==> config.mk <==
export PLATFORM = sky130hd
export DESIGN_NAME = hazard_ctrl
export DESIGN_NICKNAME = d
export VERILOG_FILES = /design/src/rtl/cpu_pkg.sv /design/src/rtl/div_busy_cnt.sv /design/src/rtl/hazard_ctrl.sv
export SDC_FILE = /design/constraint.sdc
export NUM_CORES = 1
export LEC_CHECK = 0
export ABC_AREA = 0
export BUFFER_PORTS_ARGS = -buffer_cell sky130_fd_sc_hd__buf_2
export CORE_UTILIZATION = 40
export CTS_CLUSTER_SIZE = 20
export DETAILED_ROUTE_END_ITERATION = 8
export PLACE_DENSITY = 0.7
export SKIP_CTS_REPAIR_TIMING = 1
export SYNTH_ARGS = -nofsm -noshare
export SYNTH_HDL_FRONTEND = slang
export SYNTH_SLANG_ARGS = --single-unit
export TNS_END_PERCENT = 10
==> constraint.sdc <==
create_clock -name clk -period 1.75 [get_ports clk]
set_clock_uncertainty 0.05 [all_clocks]
set_input_delay 0.0875 -clock clk [delete_from_list [all_inputs] [get_ports clk]]
set_output_delay 0.0875 -clock clk [all_outputs]
set_load 0.02 [all_outputs]
==> src/rtl/cpu_pkg.sv <==
// ============================================================================
//  Module      : cpu_pkg
//  Description : Shared constants and types for the 5-stage MIPS hazard logic.
//  Revision    : 1.0  initial release
// ============================================================================
`default_nettype none

package cpu_pkg;

    localparam logic [1:0] FWD_RF = 2'b00;
    localparam logic [1:0] FWD_W  = 2'b01;
    localparam logic [1:0] FWD_M  = 2'b10;

    localparam int DEF_REG_AW     = 5;
    localparam int DEF_DIV_CYCLES = 34;

    // Dominant reason the front of the pipeline is held this cycle.
    typedef enum logic [2:0] {
        CAUSE_NONE = 3'd0,
        CAUSE_MEM  = 3'd1,
        CAUSE_DIV  = 3'd2,
        CAUSE_LW   = 3'd3,
        CAUSE_BR   = 3'd4
    } stall_cause_e;

    function automatic stall_cause_e dominant_cause(input logic mem, input logic div,
                                                    input logic lw,  input logic br);
        if (mem)      return CAUSE_MEM;
        else if (div) return CAUSE_DIV;
        else if (lw)  return CAUSE_LW;
        else if (br)  return CAUSE_BR;
        else          return CAUSE_NONE;
    endfunction

endpackage

`default_nettype wire

==> src/rtl/div_busy_cnt.sv <==
// ============================================================================
//  Module      : div_busy_cnt
//  Description : E-stage occupancy counter for multi-cycle div/divu.
//  Revision    : 1.0  initial release
// ============================================================================
`default_nettype none

module div_busy_cnt
    import cpu_pkg::*;
#(
    parameter int DIV_CYCLES = DEF_DIV_CYCLES
) (
    input  logic clk,
    input  logic resetn,
    input  logic div_start_i,
    input  logic mem_stall_i,
    input  logic clear_i,
    output logic div_busy_o,
    output logic div_stall_o
);

    localparam int             CW   = $clog2(DIV_CYCLES + 1);
    localparam logic [CW-1:0]  LOAD = CW'(DIV_CYCLES - 1);
    localparam logic [CW-1:0]  ONE  = CW'(1);

    logic [CW-1:0] cnt_q;
    logic [CW-1:0] cnt_d;
    logic          idle;
    logic          start;

    always_comb begin
        idle  = (cnt_q == '0);
        start = idle & div_start_i & ~clear_i;
        cnt_d = cnt_q;
        // A flush kills the divide outright; a bus stall only freezes it.
        if (clear_i)
            cnt_d = '0;
        else if (start)
            cnt_d = LOAD;
        else if (!idle && !mem_stall_i)
            cnt_d = cnt_q - ONE;
    end

    always_ff @(posedge clk or negedge resetn) begin
        if (!resetn)
            cnt_q <= '0;
        else
            cnt_q <= cnt_d;
    end

    // E is released in the last busy cycle (counter == 1).
    assign div_busy_o  = ~idle | start;
    assign div_stall_o = (div_start_i & (cnt_q != ONE)) | (cnt_q > ONE);

endmodule

`default_nettype wire

==> src/rtl/hazard_ctrl.sv <==
// ============================================================================
//  Module      : hazard_ctrl
//  Description : Stall/flush/forward controller for the F/D/E/M/W pipeline.
//                Optional HAZARD_PERF_EN adds stall-cause counters.
//  Revision    : 1.0  initial release
// ============================================================================
`default_nettype none

module hazard_ctrl
    import cpu_pkg::*;
#(
    parameter int REG_AW     = DEF_REG_AW,
    parameter int DIV_CYCLES = DEF_DIV_CYCLES,
    parameter int FWD_W2D    = 1
`ifdef HAZARD_PERF_EN
    ,
    parameter int PERF_W     = 32
`endif
) (
    input  logic              clk,
    input  logic              resetn,
    input  logic [REG_AW-1:0] rsD,
    input  logic [REG_AW-1:0] rtD,
    input  logic              branchD,
    input  logic              regjumpD,
    input  logic [REG_AW-1:0] rsE,
    input  logic [REG_AW-1:0] rtE,
    input  logic [REG_AW-1:0] writeregE,
    input  logic              regwriteE,
    input  logic              memtoregE,
    input  logic              div_startE,
    input  logic [REG_AW-1:0] writeregM,
    input  logic              regwriteM,
    input  logic              memtoregM,
    input  logic              flush_exceptionM,
    input  logic [REG_AW-1:0] writeregW,
    input  logic              regwriteW,
    input  logic              i_stall,
    input  logic              d_stall,
    output logic [1:0]        forwardaD,
    output logic [1:0]        forwardbD,
    output logic [1:0]        forwardaE,
    output logic [1:0]        forwardbE,
    output logic              stallF,
    output logic              stallD,
    output logic              stallE,
    output logic              stallM,
    output logic              stallW,
    output logic              flushD,
    output logic              flushE,
    output logic              flushM,
    output logic              flushW,
    output logic              div_busy
`ifdef HAZARD_PERF_EN
    ,
    output logic [PERF_W-1:0] perf_lw,
    output logic [PERF_W-1:0] perf_br,
    output logic [PERF_W-1:0] perf_div,
    output logic [PERF_W-1:0] perf_mem
`endif
);

    function automatic logic hit(input logic [REG_AW-1:0] dst, input logic we,
                                 input logic [REG_AW-1:0] src);
        return we && (src != '0) && (dst == src);
    endfunction

    logic       w2d_en;
    logic       mem_stall;
    logic       flush_pend_q;
    logic       flush_pend_d;
    logic       flush_req;
    logic       lwstall;
    logic       brstall;
    logic       jrstall;
    logic       hazard_stall;
    logic       dep_rs;
    logic       dep_rt;
    logic       div_stall;
    logic       div_busy_c;
    logic [1:0] fa_d;
    logic [1:0] fb_d;
    logic [1:0] fa_e;
    logic [1:0] fb_e;
    logic       stall_f;
    logic       stall_d;
    logic       stall_e;
    logic       stall_mw;
    logic       flush_dmw;
    logic       flush_e;

    if (FWD_W2D != 0) begin : g_w2d
        assign w2d_en = 1'b1;
    end else begin : g_no_w2d
        assign w2d_en = 1'b0;
    end

    always_comb begin
        fa_e = FWD_RF;
        fb_e = FWD_RF;
        fa_d = FWD_RF;
        fb_d = FWD_RF;
        if (hit(writeregM, regwriteM, rsE))      fa_e = FWD_M;
        else if (hit(writeregW, regwriteW, rsE)) fa_e = FWD_W;
        if (hit(writeregM, regwriteM, rtE))      fb_e = FWD_M;
        else if (hit(writeregW, regwriteW, rtE)) fb_e = FWD_W;
        if (hit(writeregM, regwriteM, rsD))                fa_d = FWD_M;
        else if (w2d_en && hit(writeregW, regwriteW, rsD)) fa_d = FWD_W;
        if (hit(writeregM, regwriteM, rtD))                fb_d = FWD_M;
        else if (w2d_en && hit(writeregW, regwriteW, rtD)) fb_d = FWD_W;
    end

    // Without W->D forwarding the compare must wait for the regfile write.
    assign dep_rs = hit(writeregE, regwriteE, rsD) | hit(writeregM, memtoregM, rsD) |
                    (~w2d_en & hit(writeregW, regwriteW, rsD));
    assign dep_rt = hit(writeregE, regwriteE, rtD) | hit(writeregM, memtoregM, rtD) |
                    (~w2d_en & hit(writeregW, regwriteW, rtD));

    assign lwstall      = memtoregE & (hit(rtE, 1'b1, rsD) | hit(rtE, 1'b1, rtD));
    assign brstall      = branchD & (dep_rs | dep_rt);
    assign jrstall      = regjumpD & dep_rs;
    assign hazard_stall = lwstall | brstall | jrstall;

    assign mem_stall = i_stall | d_stall;
    assign flush_req = flush_exceptionM | flush_pend_q;

    always_comb begin
        flush_pend_d = flush_pend_q;
        if (mem_stall && flush_exceptionM)
            flush_pend_d = 1'b1;
        else if (!mem_stall)
            flush_pend_d = 1'b0;
    end

    always_ff @(posedge clk or negedge resetn) begin
        if (!resetn)
            flush_pend_q <= 1'b0;
        else
            flush_pend_q <= flush_pend_d;
    end

    div_busy_cnt #(
        .DIV_CYCLES (DIV_CYCLES)
    ) u_div_busy_cnt (
        .clk         (clk),
        .resetn      (resetn),
        .div_start_i (div_startE),
        .mem_stall_i (mem_stall),
        .clear_i     (flush_req),
        .div_busy_o  (div_busy_c),
        .div_stall_o (div_stall)
    );

    always_comb begin
        stall_f   = 1'b0;
        stall_d   = 1'b0;
        stall_e   = 1'b0;
        stall_mw  = 1'b0;
        flush_dmw = 1'b0;
        flush_e   = 1'b0;
        if (mem_stall) begin
            stall_f  = 1'b1;
            stall_d  = 1'b1;
            stall_e  = 1'b1;
            stall_mw = 1'b1;
        end else begin
            stall_d   = hazard_stall | div_stall;
            stall_e   = div_stall;
            stall_f   = stall_d & ~flush_req;
            flush_dmw = flush_req;
            // Bubble into E only when E itself advances.
            flush_e   = flush_req | (hazard_stall & ~div_stall);
        end
    end

    // Everything reads inactive while reset is asserted.
    assign forwardaD = resetn ? fa_d : FWD_RF;
    assign forwardbD = resetn ? fb_d : FWD_RF;
    assign forwardaE = resetn ? fa_e : FWD_RF;
    assign forwardbE = resetn ? fb_e : FWD_RF;
    assign stallF    = resetn & stall_f;
    assign stallD    = resetn & stall_d;
    assign stallE    = resetn & stall_e;
    assign stallM    = resetn & stall_mw;
    assign stallW    = resetn & stall_mw;
    assign flushD    = resetn & flush_dmw;
    assign flushE    = resetn & flush_e;
    assign flushM    = resetn & flush_dmw;
    assign flushW    = resetn & flush_dmw;
    assign div_busy  = resetn & div_busy_c;

`ifdef HAZARD_PERF_EN
    stall_cause_e      cause;
    logic [3:0]        perf_inc;
    logic [PERF_W-1:0] perf_q [4];

    always_comb begin
        cause    = dominant_cause(mem_stall, div_stall, lwstall, brstall | jrstall);
        perf_inc = 4'b0000;
        case (cause)
            CAUSE_LW:  perf_inc[0] = 1'b1;
            CAUSE_BR:  perf_inc[1] = 1'b1;
            CAUSE_DIV: perf_inc[2] = 1'b1;
            CAUSE_MEM: perf_inc[3] = 1'b1;
            default:   perf_inc    = 4'b0000;
        endcase
    end

    always_ff @(posedge clk or negedge resetn) begin
        if (!resetn) begin
            for (int k = 0; k < 4; k++) perf_q[k] <= '0;
        end else begin
            for (int k = 0; k < 4; k++)
                if (perf_inc[k] && (perf_q[k] != '1))
                    perf_q[k] <= perf_q[k] + PERF_W'(1);
        end
    end

    assign perf_lw  = perf_q[0];
    assign perf_br  = perf_q[1];
    assign perf_div = perf_q[2];
    assign perf_mem = perf_q[3];
`endif

endmodule

`default_nettype wire

Yosys cells after proc, flatten, opt, wreduce, memory -nomap -nowiden
Index checks and enable logic that the tools add are counted.
Widths: inputs -> output; s select.
Storage, ports and cells
  output and inout port bits: 18
  bits of input ports: 48
  flip-flop bits (word level): 7
Cells by class
  add/subtract/negate cells: 1
  reductions and logical operators: 36
  multiplexer cells: 23
  $lt $le $gt $ge: 1
  bitwise operators: 30
  eq/ne operators: 14
Operator list (number)
  $eq 5x5->1: 12
  $logic_and 1x1->1: 28
  $reduce_bool 5->1: 4
  $mux 6: 3
  $mux 2: 8
  $and 1x1->1: 15
  $mux 1: 12
  $or 1x1->1: 12
  $gt 6x1->1 const B: 1
  $logic_not 6->1: 1
  $ne 6x1->1 const B: 1
  $sub 6x1->6 const B: 1
  $not 1->1: 3
  $reduce_bool 3->1: 1
  $logic_not 1->1: 2
  $ne 2x1->1 const B: 1

Longest topological paths before layout
  depth after elaboration: 12
  gate-level depth with buffers: 7
  depth with buffers taken out: 7

By module
Synthesis repeated with hierarchy kept, for this count alone.
Unflattened totals
  cells, all modules: 200
  area total of the unflattened synthesis: 1505.2 um2
By module, submodules not included
  hazard_ctrl: sequential area each 25.0 um2, cells each 153, times used 1, area each 1076.0 um2
  div_busy_cnt: sequential area each 150.1 um2, cells each 47, times used 1, area each 429.2 um2

Least setup slack after synthesis
Ideal clock, no wire load.
  path type: input to output
  start: in rsD[0]
  end: out forwardaD[0]
  buffers on the path: 1
  required time: 1.612 ns
  stages: 5
  slack: -0.134 ns
  data arrival time: 1.747 ns
  path through: clkbuf_1 > xnor2_1 > nand3_1 > nor3_1 > a2111oi_0
Between the ends
  longest elaborated chain between the ends: 6
RTL lines
  start: declaration: RTL line hazard_ctrl.sv:22  | input logic [REG_AW-1:0] rsD,
  $reduce_bool 5->1: RTL line hazard_ctrl.sv:65  | return we && (src != '0) && (dst == src);
  $logic_and 1x1->1 (2 in a row)
  $mux 1: RTL line hazard_ctrl.sv:108  | else if (w2d_en && hit(writeregW, regwriteW, rsD)) fa_d = FWD_W;
  $mux 2 *: RTL line hazard_ctrl.sv:107  | if (hit(writeregM, regwriteM, rsD)) fa_d = FWD_M;
  $mux 2 *: RTL line hazard_ctrl.sv:177  | assign forwardaD = resetn ? fa_d : FWD_RF;
  end: declaration: RTL line hazard_ctrl.sv:40  | output logic [1:0] forwardaD,
Mark *: on every way between the ends. The rest lies on a longest branch, timed or not.

Worst setup path after layout
  start: reg u_div_busy_cnt.cnt_q[1]
  end: out stallD
Between the ends
  longest elaborated chain between the ends: 6
RTL lines
  start: declaration: RTL line div_busy_cnt.sv:26  | logic [CW-1:0] cnt_q;
  start signal: assignment: RTL line div_busy_cnt.sv:48  | cnt_q <= cnt_d;
  parallel branches: the longest is 2 deep, another holds $gt 6x1->1
  $or 1x1->1 *: RTL line div_busy_cnt.sv:53  | assign div_stall_o = (div_start_i & (cnt_q != ONE)) | (cnt_q > ONE);
  $or 1x1->1 *: RTL line hazard_ctrl.sv:167  | stall_d = hazard_stall | div_stall;
  $mux 1 *: RTL line hazard_ctrl.sv:161  | if (mem_stall) begin
  $and 1x1->1 *: RTL line hazard_ctrl.sv:182  | assign stallD = resetn & stall_d;
  end: declaration: RTL line hazard_ctrl.sv:45  | output logic stallD,
Every way passes the cells marked *.

==> qor_table.md <==
| Parameter | Reported | Unit |
|---|---|---|
| Maximum achievable frequency | 568.5 | MHz |
| Overall via count from detail_route | 1,487 | - |
| Fraction of met2 tracks used by global routing | 43.01 | % |
| Number of clock buffers inserted by TritonCTS | 3 | - |
| Setup violations, final | 1 | - |
| Hold-critical path depth | 4 | - |
| Mean number of vias per cell | 5.145 | - |
| # rows | 21 | - |
| Worst setup path class | reg -> out | - |
| Power Dens Cells | 399.6 | nW/um2 |
| Share of the synthesized area in the top cell type | 25.83 | % |
| Number of violations of the max-capacitance limit | 0 | - |
| Kind of end point of the critical path | output pin | - |
| Met3 Use GR | 2.521 | % |
| Number of nets produced by synthesis | 237 | - |
| Global placer's final weighted congestion | 0.8718 | - |
| Overflow left after global routing | 0 | - |
| Maximum number of pins on one net before global-route repair | 13 | - |
| Gate family responsible for the most delay along the worst path | flip-flops | - |
| Die Span X | 61.66 | um |
| Number of unique standard cell types used by synthesis | 35 | - |
| Slowest cell on the critical path | sky130_fd_sc_hd__dfrtp_1 | - |
| Violations in the final reports | negative setup slack | - |
| Register-to-register setup slack | 80 | ps |
| DIE AREA | 3802 | um2 |
| Class of the tightest hold or removal check | in -> reg | - |
| Launch instance of the worst register-to-register path | u_div_busy_cnt.cnt_q[5]$_DFFE_PN0P_ | - |
| Max Root-Sink Buffers | 2 | - |
| ANT nets after route | 0 | - |
| Post-Route WL | 3.898 | mm |
| Total I/O pin count | 66 | - |
| Max Slew Vio Count | 0 | - |
| WL per Instance | 13.49 | um |
| Synth Area per Inst | 7.655 | um2 |
| Count of final hold-check violations | 0 | - |
| Layer with the highest usage after global routing | met2 | - |
| Layout cell share with drive strength beyond 1 | 36.21 | % |
| Max VDD drop | 0.1271 | mV |
| Starting density of the core | 42.34 | % |
| Critical R2R Capture | u_div_busy_cnt.cnt_q[5]$_DFFE_PN0P_ | - |
| Vias in the first global route | 1,398 | - |
| Initial antenna violation count | 0 | - |
| NumNets Final | 295 | - |
| Top fanout value on the critical path | 3 | - |
| Count of input and output buffers | 65 | - |
| Biggest cell delay along the critical path | 390 | ps |
| Buf+Inv Stages, Crit Path | 3 | - |
| Worst slack on hold paths | 176.0 | ps |
| Clock slew seen by the registers of the worst setup and hold paths | 60 | ps |
| Hold endpoint | flush_pend_q$_DFFE_PN0P_ | - |
| Summed area of non-filler cells in the final layout | 1834 | um2 |
| Share of the clock period used by the worst path | 100.5 | % |
| DPL Wire Length | 3.250 | mm |
| Critical path data required time | 1610 | ps |
| First-pass GRT wire length | 6.306 | mm |
| H-tree levels | 1 | - |
| Number of storage elements in the synthesis netlist | 7 | - |
| Core region area | 3363 | um2 |
| Seq/Total Area, Yosys | 12.30 | % |
| DRC marker count from the first detailed-route iteration | 74 | - |
| Worst slew pin tran | 400.1 | ps |
| Data arrival at the endpoint of the critical path | 1620 | ps |
| Post-synthesis instance area | 1424 | um2 |
| Min-Delay Startpoint | i_stall | - |
| RSZ-0062 raised after global routing | yes | - |
| Height of the chip | 61.66 | um |
| Warning count from the yosys run | 0 | - |
| Total GRT Usage | 22.67 | % |
| Diodes inserted | 0 | - |
| Total Power Consumption | 0.0007329 | W |
| Main area contributors after synthesis | sky130_fd_sc_hd__xnor2_1 26%, sky130_fd_sc_hd__xor2_1 13%, sky130_fd_sc_hd__dfrtp_1 12% | - |
| Synthesis-to-layout area growth | 28.82 | % |
| Drt pass-1 iters | 4 | - |
| Placed Area | 1759 | um2 |
| Startpoint types | register | - |
| Met1 demand-to-capacity share in global routing | 26.16 | % |
| Buffer cell driving the clock tree root | sky130_fd_sc_hd__clkbuf_4 | - |
| Later-pin clock latency in the skew report | 260 | ps |
| Remaining routing DRC violations | 0 | - |
| Outcome | finished with violations | - |
| Relative max-transition margin | 73.04 | % |
| List of cells traversed by the critical path | inv_2 > ha_2 > nor2b_1 > o211ai_1 > inv_1 > a31oi_1 > buf_4 | - |
| Cells after synthesis | 186 | - |
| Cell accounting for the most synthesized area | sky130_fd_sc_hd__xnor2_1 | - |
| Number of sinks on the clock net | 7 | - |
| Static leakage power | 0.7986 | nW |
| TritonCTS clock tree | yes | - |
| Crit path setup slack, layout | -8.884 | ps |
| Minimum period implied by the final worst setup slack | 1759 | ps |
| Register-to-Register Path Depth | 5 | - |
## layout make-up
| cell class | count | area [um2] |
|---|---|---|
| well taps | 46 | 57.56 |
| clock buffers | 4 | 26.28 |
| flip-flops and latches | 7 | 175.2 |
| multi-input cells | 149 | 1115 |
| fillers | 363 | 1529 |
| repair buffers | 79 | 445.4 |
| inverters | 4 | 15.01 |
## cells in the final DEF (no fill, tap or decap), types with 4 or more instances in the layout
cell type and n:
sky130_fd_sc_hd__xor2_1 21, sky130_fd_sc_hd__xnor2_1 42, sky130_fd_sc_hd__dfrtp_1 7, sky130_fd_sc_hd__nand4_1 8, sky130_fd_sc_hd__nor2_1 16, sky130_fd_sc_hd__nand3_1 9, sky130_fd_sc_hd__buf_2 61, sky130_fd_sc_hd__nor4_1 8
sky130_fd_sc_hd__a31oi_1 4, sky130_fd_sc_hd__buf_4 16, sky130_fd_sc_hd__nor3_1 5, sky130_fd_sc_hd__nand2_1 6
## logic make-up (layout without fill, tap and decap cells)
kind of cell	after synthesis	in the layout	share of synthesized area [%]
buf+inv	30	87	10.28
xor+xnor	63	63	38.75
simple gates	69	69	28.47
compound gates	14	14	7.557
flops	7	7	12.30
fa+ha+maj	3	3	2.636
## synthesized netlist by cell type, drive strengths merged
library cell,n
xnor2,42
nor2,18
or4,4
buf,12
clkbuf,14
a32o,1
a21boi,1
nand2,6
nor4,9
dfrtp,7
nand2b,1
o21ai,2
ha,3
nor2b,1
nor3,5
a311o,1
inv,4
and2,2
nand4,8
nand3,9
a31oi,4
a2111oi,3
and3,3
and4b,2
xor2,21
nand3b,1
o211ai,1
a211oi,1
## routing by layer
layer / wire [um] / share of wire (%)
met1: 1625 / 42
met2: 2080 / 53
met3: 142 / 3.6
met4: 50 / 1.3
met5: 0 / 0
## metrics by stage
stage                     setup TNS, ps  util, %  cells  worst slack, ps
after floorplan                  -183.3        -    186           -130.2
after global placement                0    52.31    282            78.87
after detailed placement         -8.752    52.31    282           -8.752
after CTS                        -191.1    53.09    286           -86.73
after global routing              -1201    54.54    289           -157.1
final                            -8.884    54.54    289           -8.884
## where the power goes
group	switching, W	internal, W	total [W]
sequential	0.00000628	0.000168	0.000174
combinational	0.000213	0.000192	0.000405
clock	0.0000665	0.0000875	0.000154
total	0.000285	0.000447	0.000733
## flip-flops by register name (all words and copies together) (netlist names)
register	cells
flush_pend_q	1
u_div_busy_cnt.cnt_q	6
## worst reg2reg max path, cell delays in order, from the launching register on
cell and delay, ps:
sky130_fd_sc_hd__dfrtp_1 420, sky130_fd_sc_hd__nor4_4 340, sky130_fd_sc_hd__buf_4 190, sky130_fd_sc_hd__a21boi_4 80
sky130_fd_sc_hd__a311o_1 330, sky130_fd_sc_hd__and3_1 160
## worst max path at each step
stage                                          end                           startpoint  depth (start not counted)
5_1_grt                                     flushE  u_div_busy_cnt.cnt_q[2]$_DFFE_PN0P_                          6
2_1_floorplan                         forwardbD[0]                               rtD[0]                          4
3_5_place_dp   u_div_busy_cnt.cnt_q[0]$_DFFE_PN0P_  u_div_busy_cnt.cnt_q[4]$_DFFE_PN0P_                          4
4_1_cts                                     flushE  u_div_busy_cnt.cnt_q[4]$_DFFE_PN0P_                          6
6_report                                    stallD  u_div_busy_cnt.cnt_q[1]$_DFFE_PN0P_                          7
3_3_place_gp                                flushE                               rtD[1]                          8
Power figures use the tool's default switching activity.
